<file path="src/rtl/cpu_bus_responder_pkg.sv">
// ============================================================================
// Module : cpu_bus_responder_pkg
// Brief  : Shared encodings and defaults for the CPU bus responder slice.
// Rev    : 1.0 - initial release
// ============================================================================
`default_nettype none

package cpu_bus_responder_pkg;

    localparam logic [0:0] c_RSP_IDLE = 1'b0;
    localparam logic [0:0] c_RSP_WAIT = 1'b1;

    localparam logic [0:0] c_PH_H = 1'b1;
    localparam logic [0:0] c_PH_L = 1'b0;

    // 6502 NOP opcode, harmless if fetched after an aborted read
    localparam logic [7:0] c_FILL_BYTE_DEFAULT = 8'hEA;

endpackage

`default_nettype wire

</file>
<file path="src/rtl/cpu_bus_responder_if.sv">
// ============================================================================
// Module : cpu_bus_responder_if
// Brief  : CPU pin stream, memory req/ack port and status of the responder.
// Rev    : 1.0 - initial release
// ============================================================================
`default_nettype none

interface cpu_bus_responder_if;
    logic        phase_sync;
    logic [7:0]  cpu_addr_pins;
    logic [7:0]  cpu_data_pins;
    logic [7:0]  cpu_data_oe;
    logic [7:0]  cpu_rdata;
    logic        mem_req;
    logic [15:0] mem_addr;
    logic        mem_we;
    logic [7:0]  mem_wdata;
    logic [7:0]  mem_rdata;
    logic        mem_ack;
    logic        overrun;
    logic        timeout_err;
    logic [15:0] bus_cycles;

    modport master (
        output phase_sync, cpu_addr_pins, cpu_data_pins, cpu_data_oe,
        output mem_rdata, mem_ack,
        input  cpu_rdata, mem_req, mem_addr, mem_we, mem_wdata,
        input  overrun, timeout_err, bus_cycles
    );

    modport slave (
        input  phase_sync, cpu_addr_pins, cpu_data_pins, cpu_data_oe,
        input  mem_rdata, mem_ack,
        output cpu_rdata, mem_req, mem_addr, mem_we, mem_wdata,
        output overrun, timeout_err, bus_cycles
    );
endinterface

`default_nettype wire

</file>
<file path="src/rtl/cpu_bus_responder_phase_tracker.sv">
// ============================================================================
// Module : cpu_bus_phase_tracker
// Brief  : H/L phase toggle with resync, plus phase-H address/data capture.
// Rev    : 1.0 - initial release
// ============================================================================
`default_nettype none

module cpu_bus_phase_tracker
    import cpu_bus_responder_pkg::*;
#(
    parameter bit START_PHASE_H = 1'b1
) (
    input  wire logic       clk,
    input  wire logic       rst,
    input  wire logic       i_phase_sync,
    input  wire logic [7:0] i_addr_pins,
    input  wire logic [7:0] i_data_pins,
    output logic            o_phase_h,
    output logic [7:0]      o_addr_hi,
    output logic [7:0]      o_wdata_cap
);

    localparam logic [0:0] c_START_PHASE = START_PHASE_H ? c_PH_H : c_PH_L;

    logic [0:0] r_phase;
    logic [7:0] r_addr_hi;
    logic [7:0] r_wdata_cap;
    logic       w_phase_h;

    // phase_sync overrides the toggle so the following cycle is always L
    assign w_phase_h = i_phase_sync | (r_phase == c_PH_H);

    always_ff @(posedge clk) begin
        if (rst) begin
            r_phase     <= c_START_PHASE;
            r_addr_hi   <= 8'h00;
            r_wdata_cap <= 8'h00;
        end else begin
            r_phase <= w_phase_h ? c_PH_L : c_PH_H;
            if (w_phase_h) begin
                r_addr_hi   <= i_addr_pins;
                r_wdata_cap <= i_data_pins;
            end
        end
    end

    assign o_phase_h   = w_phase_h;
    assign o_addr_hi   = r_addr_hi;
    assign o_wdata_cap = r_wdata_cap;

endmodule

`default_nettype wire

</file>
<file path="src/rtl/cpu_bus_responder.sv">
// ============================================================================
// Module : cpu_bus_responder
// Brief  : Rebuilds 6502 two-phase pin cycles into req/ack memory requests.
// Rev    : 1.0 - initial release
// ============================================================================
`default_nettype none

module cpu_bus_responder
    import cpu_bus_responder_pkg::*;
#(
    parameter int         TIMEOUT       = 8,
    parameter logic [7:0] FILL_BYTE     = c_FILL_BYTE_DEFAULT,
    parameter bit         START_PHASE_H = 1'b1
) (
    input wire logic            clk,
    input wire logic            rst,
    cpu_bus_responder_if.slave  bus
);

    localparam int c_CNT_W = (TIMEOUT > 2) ? $clog2(TIMEOUT) : 1;
    localparam logic [c_CNT_W-1:0] c_CNT_LAST = c_CNT_W'(TIMEOUT - 1);

    logic [0:0]         r_state;
    logic [0:0]         w_state_nxt;
    logic [c_CNT_W-1:0] r_wait_cnt;
    logic [15:0]        r_mem_addr;
    logic               r_mem_we;
    logic [7:0]         r_mem_wdata;
    logic [7:0]         r_cpu_rdata;
    logic               r_overrun;
    logic               r_timeout_err;
    logic [15:0]        r_bus_cycles;

    logic       w_phase_h;
    logic       w_phase_l;
    logic [7:0] w_addr_hi;
    logic [7:0] w_wdata_cap;
    logic       w_is_write;
    logic       w_issue;
    logic       w_ack_done;
    logic       w_tmo_done;
    logic       w_mem_req;

    cpu_bus_phase_tracker #(
        .START_PHASE_H (START_PHASE_H)
    ) u_phase (
        .clk          (clk),
        .rst          (rst),
        .i_phase_sync (bus.phase_sync),
        .i_addr_pins  (bus.cpu_addr_pins),
        .i_data_pins  (bus.cpu_data_pins),
        .o_phase_h    (w_phase_h),
        .o_addr_hi    (w_addr_hi),
        .o_wdata_cap  (w_wdata_cap)
    );

    assign w_phase_l = ~w_phase_h;
    // rw=0 without full output enable is not a genuine write; serve it as a read
    assign w_is_write = ~bus.cpu_data_pins[0] & (bus.cpu_data_oe == 8'hFF);
    assign w_issue    = (r_state == c_RSP_IDLE) & w_phase_l;
    assign w_ack_done = (r_state == c_RSP_WAIT) & bus.mem_ack;
    assign w_tmo_done = (r_state == c_RSP_WAIT) & ~bus.mem_ack & (r_wait_cnt == c_CNT_LAST);

    always_ff @(posedge clk) begin
        if (rst) r_state <= c_RSP_IDLE;
        else     r_state <= w_state_nxt;
    end

    always_comb begin
        w_state_nxt = r_state;
        case (r_state)
            c_RSP_IDLE: if (w_issue) w_state_nxt = c_RSP_WAIT;
            c_RSP_WAIT: if (w_ack_done || w_tmo_done) w_state_nxt = c_RSP_IDLE;
            default:    w_state_nxt = c_RSP_IDLE;
        endcase
    end

    always_comb begin
        w_mem_req = (r_state == c_RSP_WAIT);
    end

    always_ff @(posedge clk) begin
        if (rst) begin
            r_wait_cnt    <= '0;
            r_mem_addr    <= 16'h0000;
            r_mem_we      <= 1'b0;
            r_mem_wdata   <= 8'h00;
            r_cpu_rdata   <= 8'h00;
            r_overrun     <= 1'b0;
            r_timeout_err <= 1'b0;
            r_bus_cycles  <= 16'h0000;
        end else begin
            if (w_issue) begin
                r_mem_addr  <= {w_addr_hi, bus.cpu_addr_pins};
                r_mem_we    <= w_is_write;
                r_mem_wdata <= w_wdata_cap;
                r_wait_cnt  <= '0;
            end else if (r_state == c_RSP_WAIT) begin
                r_wait_cnt <= r_wait_cnt + 1'b1;
            end
            if (w_ack_done && !r_mem_we) r_cpu_rdata <= bus.mem_rdata;
            if (w_tmo_done) begin
                if (!r_mem_we) r_cpu_rdata <= FILL_BYTE;
                r_timeout_err <= 1'b1;
            end
            if (w_ack_done || w_tmo_done) r_bus_cycles <= r_bus_cycles + 16'd1;
            // a new bus cycle landing on a busy responder is dropped, not queued
            if ((r_state == c_RSP_WAIT) && w_phase_l) r_overrun <= 1'b1;
        end
    end

    assign bus.mem_req     = w_mem_req;
    assign bus.mem_addr    = r_mem_addr;
    assign bus.mem_we      = r_mem_we;
    assign bus.mem_wdata   = r_mem_wdata;
    assign bus.cpu_rdata   = r_cpu_rdata;
    assign bus.overrun     = r_overrun;
    assign bus.timeout_err = r_timeout_err;
    assign bus.bus_cycles  = r_bus_cycles;

endmodule

`default_nettype wire
</file>
<file path="src/flat_wrapper.sv">
// flat-port wrapper written by rule: the top's interface ports become plain ports
module cpu_bus_responder_flat import cpu_bus_responder_pkg::*;
#(
    parameter int         TIMEOUT       = 8,
    parameter logic [7:0] FILL_BYTE     = c_FILL_BYTE_DEFAULT,
    parameter bit         START_PHASE_H = 1'b1
)
  (clk, rst, bus_phase_sync, bus_cpu_addr_pins, bus_cpu_data_pins, bus_cpu_data_oe, bus_mem_rdata, bus_mem_ack, bus_cpu_rdata, bus_mem_req, bus_mem_addr, bus_mem_we, bus_mem_wdata, bus_overrun, bus_timeout_err, bus_bus_cycles);
  cpu_bus_responder_if bus_i ();
  input wire logic clk;
  input wire logic rst;
  input wire logic [$bits(bus_i.phase_sync)-1:0] bus_phase_sync;
  input wire logic [$bits(bus_i.cpu_addr_pins)-1:0] bus_cpu_addr_pins;
  input wire logic [$bits(bus_i.cpu_data_pins)-1:0] bus_cpu_data_pins;
  input wire logic [$bits(bus_i.cpu_data_oe)-1:0] bus_cpu_data_oe;
  input wire logic [$bits(bus_i.mem_rdata)-1:0] bus_mem_rdata;
  input wire logic [$bits(bus_i.mem_ack)-1:0] bus_mem_ack;
  output wire logic [$bits(bus_i.cpu_rdata)-1:0] bus_cpu_rdata;
  output wire logic [$bits(bus_i.mem_req)-1:0] bus_mem_req;
  output wire logic [$bits(bus_i.mem_addr)-1:0] bus_mem_addr;
  output wire logic [$bits(bus_i.mem_we)-1:0] bus_mem_we;
  output wire logic [$bits(bus_i.mem_wdata)-1:0] bus_mem_wdata;
  output wire logic [$bits(bus_i.overrun)-1:0] bus_overrun;
  output wire logic [$bits(bus_i.timeout_err)-1:0] bus_timeout_err;
  output wire logic [$bits(bus_i.bus_cycles)-1:0] bus_bus_cycles;
  assign bus_i.phase_sync = bus_phase_sync;
  assign bus_i.cpu_addr_pins = bus_cpu_addr_pins;
  assign bus_i.cpu_data_pins = bus_cpu_data_pins;
  assign bus_i.cpu_data_oe = bus_cpu_data_oe;
  assign bus_i.mem_rdata = bus_mem_rdata;
  assign bus_i.mem_ack = bus_mem_ack;
  assign bus_cpu_rdata = bus_i.cpu_rdata;
  assign bus_mem_req = bus_i.mem_req;
  assign bus_mem_addr = bus_i.mem_addr;
  assign bus_mem_we = bus_i.mem_we;
  assign bus_mem_wdata = bus_i.mem_wdata;
  assign bus_overrun = bus_i.overrun;
  assign bus_timeout_err = bus_i.timeout_err;
  assign bus_bus_cycles = bus_i.bus_cycles;
  cpu_bus_responder #(.TIMEOUT(TIMEOUT), .FILL_BYTE(FILL_BYTE), .START_PHASE_H(START_PHASE_H)) u_core (.clk(clk), .rst(rst), .bus(bus_i));
endmodule
</file>
<file path="config.mk">
export PLATFORM = sky130hd
export DESIGN_NAME = cpu_bus_responder_flat
export DESIGN_NICKNAME = d
export VERILOG_FILES = /design/src/rtl/cpu_bus_responder_pkg.sv /design/src/rtl/cpu_bus_responder_if.sv /design/src/rtl/cpu_bus_responder_phase_tracker.sv /design/src/rtl/cpu_bus_responder.sv /design/src/flat_wrapper.sv
export SDC_FILE = /design/constraint.sdc
export NUM_CORES = 1
export LEC_CHECK = 0
export CAP_MARGIN = 20
export CORE_MARGIN = 5
export CORE_UTILIZATION = 35
export DETAILED_ROUTE_END_ITERATION = 6
export PLACE_DENSITY = 0.68
export SYNTH_ARGS = -nofsm -noshare
export SYNTH_HDL_FRONTEND = slang
export SYNTH_SLANG_ARGS = --single-unit
</file>
<file path="constraint.sdc">
create_clock -name clk -period 2.39 [get_ports clk]
set_input_delay 0.3585 -clock clk [delete_from_list [all_inputs] [get_ports clk]]
set_output_delay 0.3585 -clock clk [all_outputs]
set_load 0.005 [all_outputs]
</file>
==> results.json <==
{
  "syn_area_um2": 2700,
  "synthDistinctLibCells": 33,
  "cts_setup_buffers": 0,
  "cts_resized": 0,
  "p_int_uw": 2000,
  "endpoint_kind": "flip-flop",
  "achievable-frequency_ghz": 0.514,
  "cts.sinks": 72,
  "place_ws_ps": 236,
  "holdPathStages": 2,
  "report.power.total_uw": 2610,
  "drc": 0,
  "min_period_over_period_pct": 81.4,
  "cts_tree": "built",
  "slew_headroom_pct": 64.2,
  "io_buffers": 87,
  "die_w_um": 97.9,
  "vdd_ir_drop_max_mv": 0.289,
  "drt_iter0_drc": 80,
  "via_count": 2514,
  "fp.coreArea_um2": 7610,
  "initial_utilization_pct": 35.5,
  "ys_seq_area_share_pct": 53.3,
  "grt_pass1_vias": 2428,
  "crit_type": "reg -> reg",
  "netlist_instances": 331,
  "clockPowerShare_pct": 42.8,
  "leakagePower_uw": 0.00139,
  "cts_buffer_depth": 2,
  "hold_buffers": 0,
  "fillers": 742,
  "vias_per_cell": 4.77,
  "drt_first_pass_iters": 4,
  "cts.htree.levels": 3,
  "synth-warning-count": 0,
  "finalClockSkew_ps": 5.93,
  "ant_nets": 0,
  "register_area_um2": 1440,
  "diodes": 0,
  "r2r-end": "u_core.bus.bus_cycles[13]",
  "setup_tns_ps": 0,
  "status": "completed",
  "cp_slowest_cell": "or4_1",
  "power_density_nw_per_um2": 663,
  "hold_start": "u_core.u_phase.o_wdata_cap[5]",
  "cp.required_ps": 2660,
  "clkTransAtPathRegs_ps": 80,
  "drive_above_1_share_pct": 7.29,
  "setup_viol": 0,
  "drt_wl_total_um": 7030,
  "grt_first_pass_wirelength_um": 11500,
  "ios": 88,
  "r2r-start": "u_core.r_wait_cnt[0]",
  "rsz0062_at_grt": "no",
  "multiInputGateArea_um2": 1190,
  "worst_slack_ps": 443,
  "die_area_um2": 9580,
  "wire_per_inst_um": 13.3,
  "start_kind": "flip-flop",
  "tritoncts.num_buffers": 9,
  "grt_remaining_overflow": 0,
  "core.rowCount": 32,
  "crit_top_cell": "ha_1",
  "maxCapViolCount": 0,
  "clkLatencyLatePin_ps": 340,
  "antenna_found_initial": 0,
  "power_frac_comb_pct": 8.8,
  "fin_nets": 459,
  "final_hold_viol_count": 0,
  "grt_max_degree": 46,
  "r2r_slack_ps": 440,
  "routabilityCongestion": 0.777,
  "tightest_slew_ps": 537,
  "cp.arrival_ps": 2220,
  "clockRootBuffer": "clkbuf_8",
  "min_path_type": "reg -> reg",
  "finalMaxSlewViolations": 0,
  "switching_share_pct": 23.4,
  "dieHeight_um": 97.9,
  "fin_crit_ps": 1950,
  "r2r_cells": 6,
  "syn_avg_cell_area_um2": 8.17,
  "crit_chain": "ha_1, ha_1, o211ai_1, or4_1, or3_1, a21oi_1",
  "ys_seq_elements": 72,
  "pwr-share-seq_pct": 48.4,
  "switchingPower_uw": 612,
  "slowest_delay_ps": 540,
  "hold_end": "u_core.bus.mem_wdata[5]",
  "critPathMaxFanout": 5,
  "syn_to_final_growth_pct": 45.9,
  "synth_nets": 370,
  "groute.usage.overall_pct": 14.7,
  "dp_hpwl_um": 5020
}
-- critical path: cells and delay by family, from the launching register on --
family	cells	cell delay, ps
and+or+nand+nor	2	870
adders and majority gates	2	390
DFF	1	360
AOI/OAI and AO/OA	2	260
-- logic make-up after synthesis --
group                    after synthesis  share of synthesized area (%)
AO/OA/AOI/OAI                         62                           12.4
flip-flops                            72                           53.3
multiplexers                           1                          0.416
adder cells (fa/ha/maj)                3                           1.39
XOR/XNOR                              11                           3.56
AND/OR/NAND/NOR                      161                           26.1
buffers and inverters                 21                           2.92
-- worst max path at each step --
stage	slack [ps]	from	endpoint	cells past startpoint
2_1_floorplan	530	u_core.r_wait_cnt[0]	u_core.bus.bus_cycles[13]	6
3_3_place_gp	270	bus_mem_ack	u_core.bus.bus_cycles[13]	5
3_5_place_dp	240	bus_mem_ack	u_core.bus.bus_cycles[13]	5
4_1_cts	450	u_core.r_wait_cnt[0]	u_core.bus.bus_cycles[13]	6
5_1_grt	340	u_core.r_wait_cnt[0]	u_core.bus.bus_cycles[13]	6
6_report	440	u_core.r_wait_cnt[0]	u_core.bus.bus_cycles[13]	6
-- power groups by stage --
stage	combinational, µW	sequential [µW]	clock (µW)
global route	256	1270	1200
CTS	236	1270	1150
global placement	232	1290	0
floorplan	96.0	1290	0
detailed placement	235	1290	0
finish	231	1260	1120
-- layout make-up --
type	count	share of cell area [%]
clock buffers	10	3.49
clock inverters	6	2.47
inverters	4	0.381
multi-input cells	238	30.1
flip-flops and latches	72	36.5
well taps	102	3.24
repair buffers	95	23.8
-- cell usage after synthesis --
| library cell | count | share of area [%] |
|---|---|---|
| a21oi_1 | 50 | 9.3 |
| a22oi_1 | 3 | 0.83 |
| a31oi_1 | 1 | 0.23 |
| and4_1 | 1 | 0.32 |
| clkbuf_1 | 17 | 2.4 |
| dfxtp_1 | 72 | 53 |
| ha_1 | 3 | 1.4 |
| inv_1 | 4 | 0.56 |
| mux2_2 | 1 | 0.42 |
| nand2_1 | 95 | 13 |
| nand2b_1 | 2 | 0.46 |
| nand3_1 | 3 | 0.56 |
| nand3_2 | 1 | 0.37 |
| nand3b_1 | 3 | 0.83 |
| nand4_1 | 3 | 0.69 |
| nand4_2 | 1 | 0.46 |
| nor2_1 | 32 | 4.4 |
| nor3_1 | 8 | 1.5 |
| nor3b_1 | 1 | 0.28 |
| nor4_1 | 3 | 0.69 |
| o2111ai_1 | 1 | 0.32 |
| o211ai_1 | 1 | 0.28 |
| o21a_1 | 1 | 0.28 |
| o21ai_0 | 3 | 0.56 |
| o31ai_1 | 1 | 0.28 |
| o41ai_1 | 1 | 0.32 |
| or2_2 | 1 | 0.23 |
| or3_1 | 3 | 0.69 |
| or4_1 | 2 | 0.56 |
| or4_4 | 1 | 0.42 |
| or4b_1 | 1 | 0.37 |
| xnor2_1 | 8 | 2.6 |
| xor2_1 | 3 | 0.97 |
-- placed cells by master (no fill, tap or decap), types with 2 or more instances in the layout --
cell type        count
a22oi_1              3
inv_1                4
nand3_1              3
or4_1                2
nand4_1              3
a21oi_1             50
o21ai_0              3
bufinv_16            2
ha_1                 3
inv_6                3
nand2b_1             2
dfxtp_1             72
nand3b_1             3
clkdlybuf4s50_1     86
nand2_1             95
clkbuf_8            10
xnor2_1              8
nor4_1               3
xor2_1               3
buf_4                7
or3_1                3
nor2_1              31
nor3_1               8
-- metrics by stage --
step | instance area, µm² | hold slack (ps) | utilization (%) | std cells
2_1_floorplan | 2700 | 432 | - | 331
3_3_place_gp | 3710 | 439 | 48.8 | 511
3_5_place_dp | 3710 | 444 | 48.8 | 511
4_1_cts | 3940 | 456 | 51.8 | 527
5_1_grt | 3940 | 472 | 51.8 | 527
6_report | 3940 | 453 | 51.8 | 527
-- layer usage --
metal  up-vias  share of wire (%)  track usage (%)
met5         -                  0                0
met1      1160                 44             16.6
met2        64                 49             25.1
met3        11                6.1             5.07
met4         0                1.6             6.18
li1       1279                  -                -
Power figures use the tool's default switching activity.
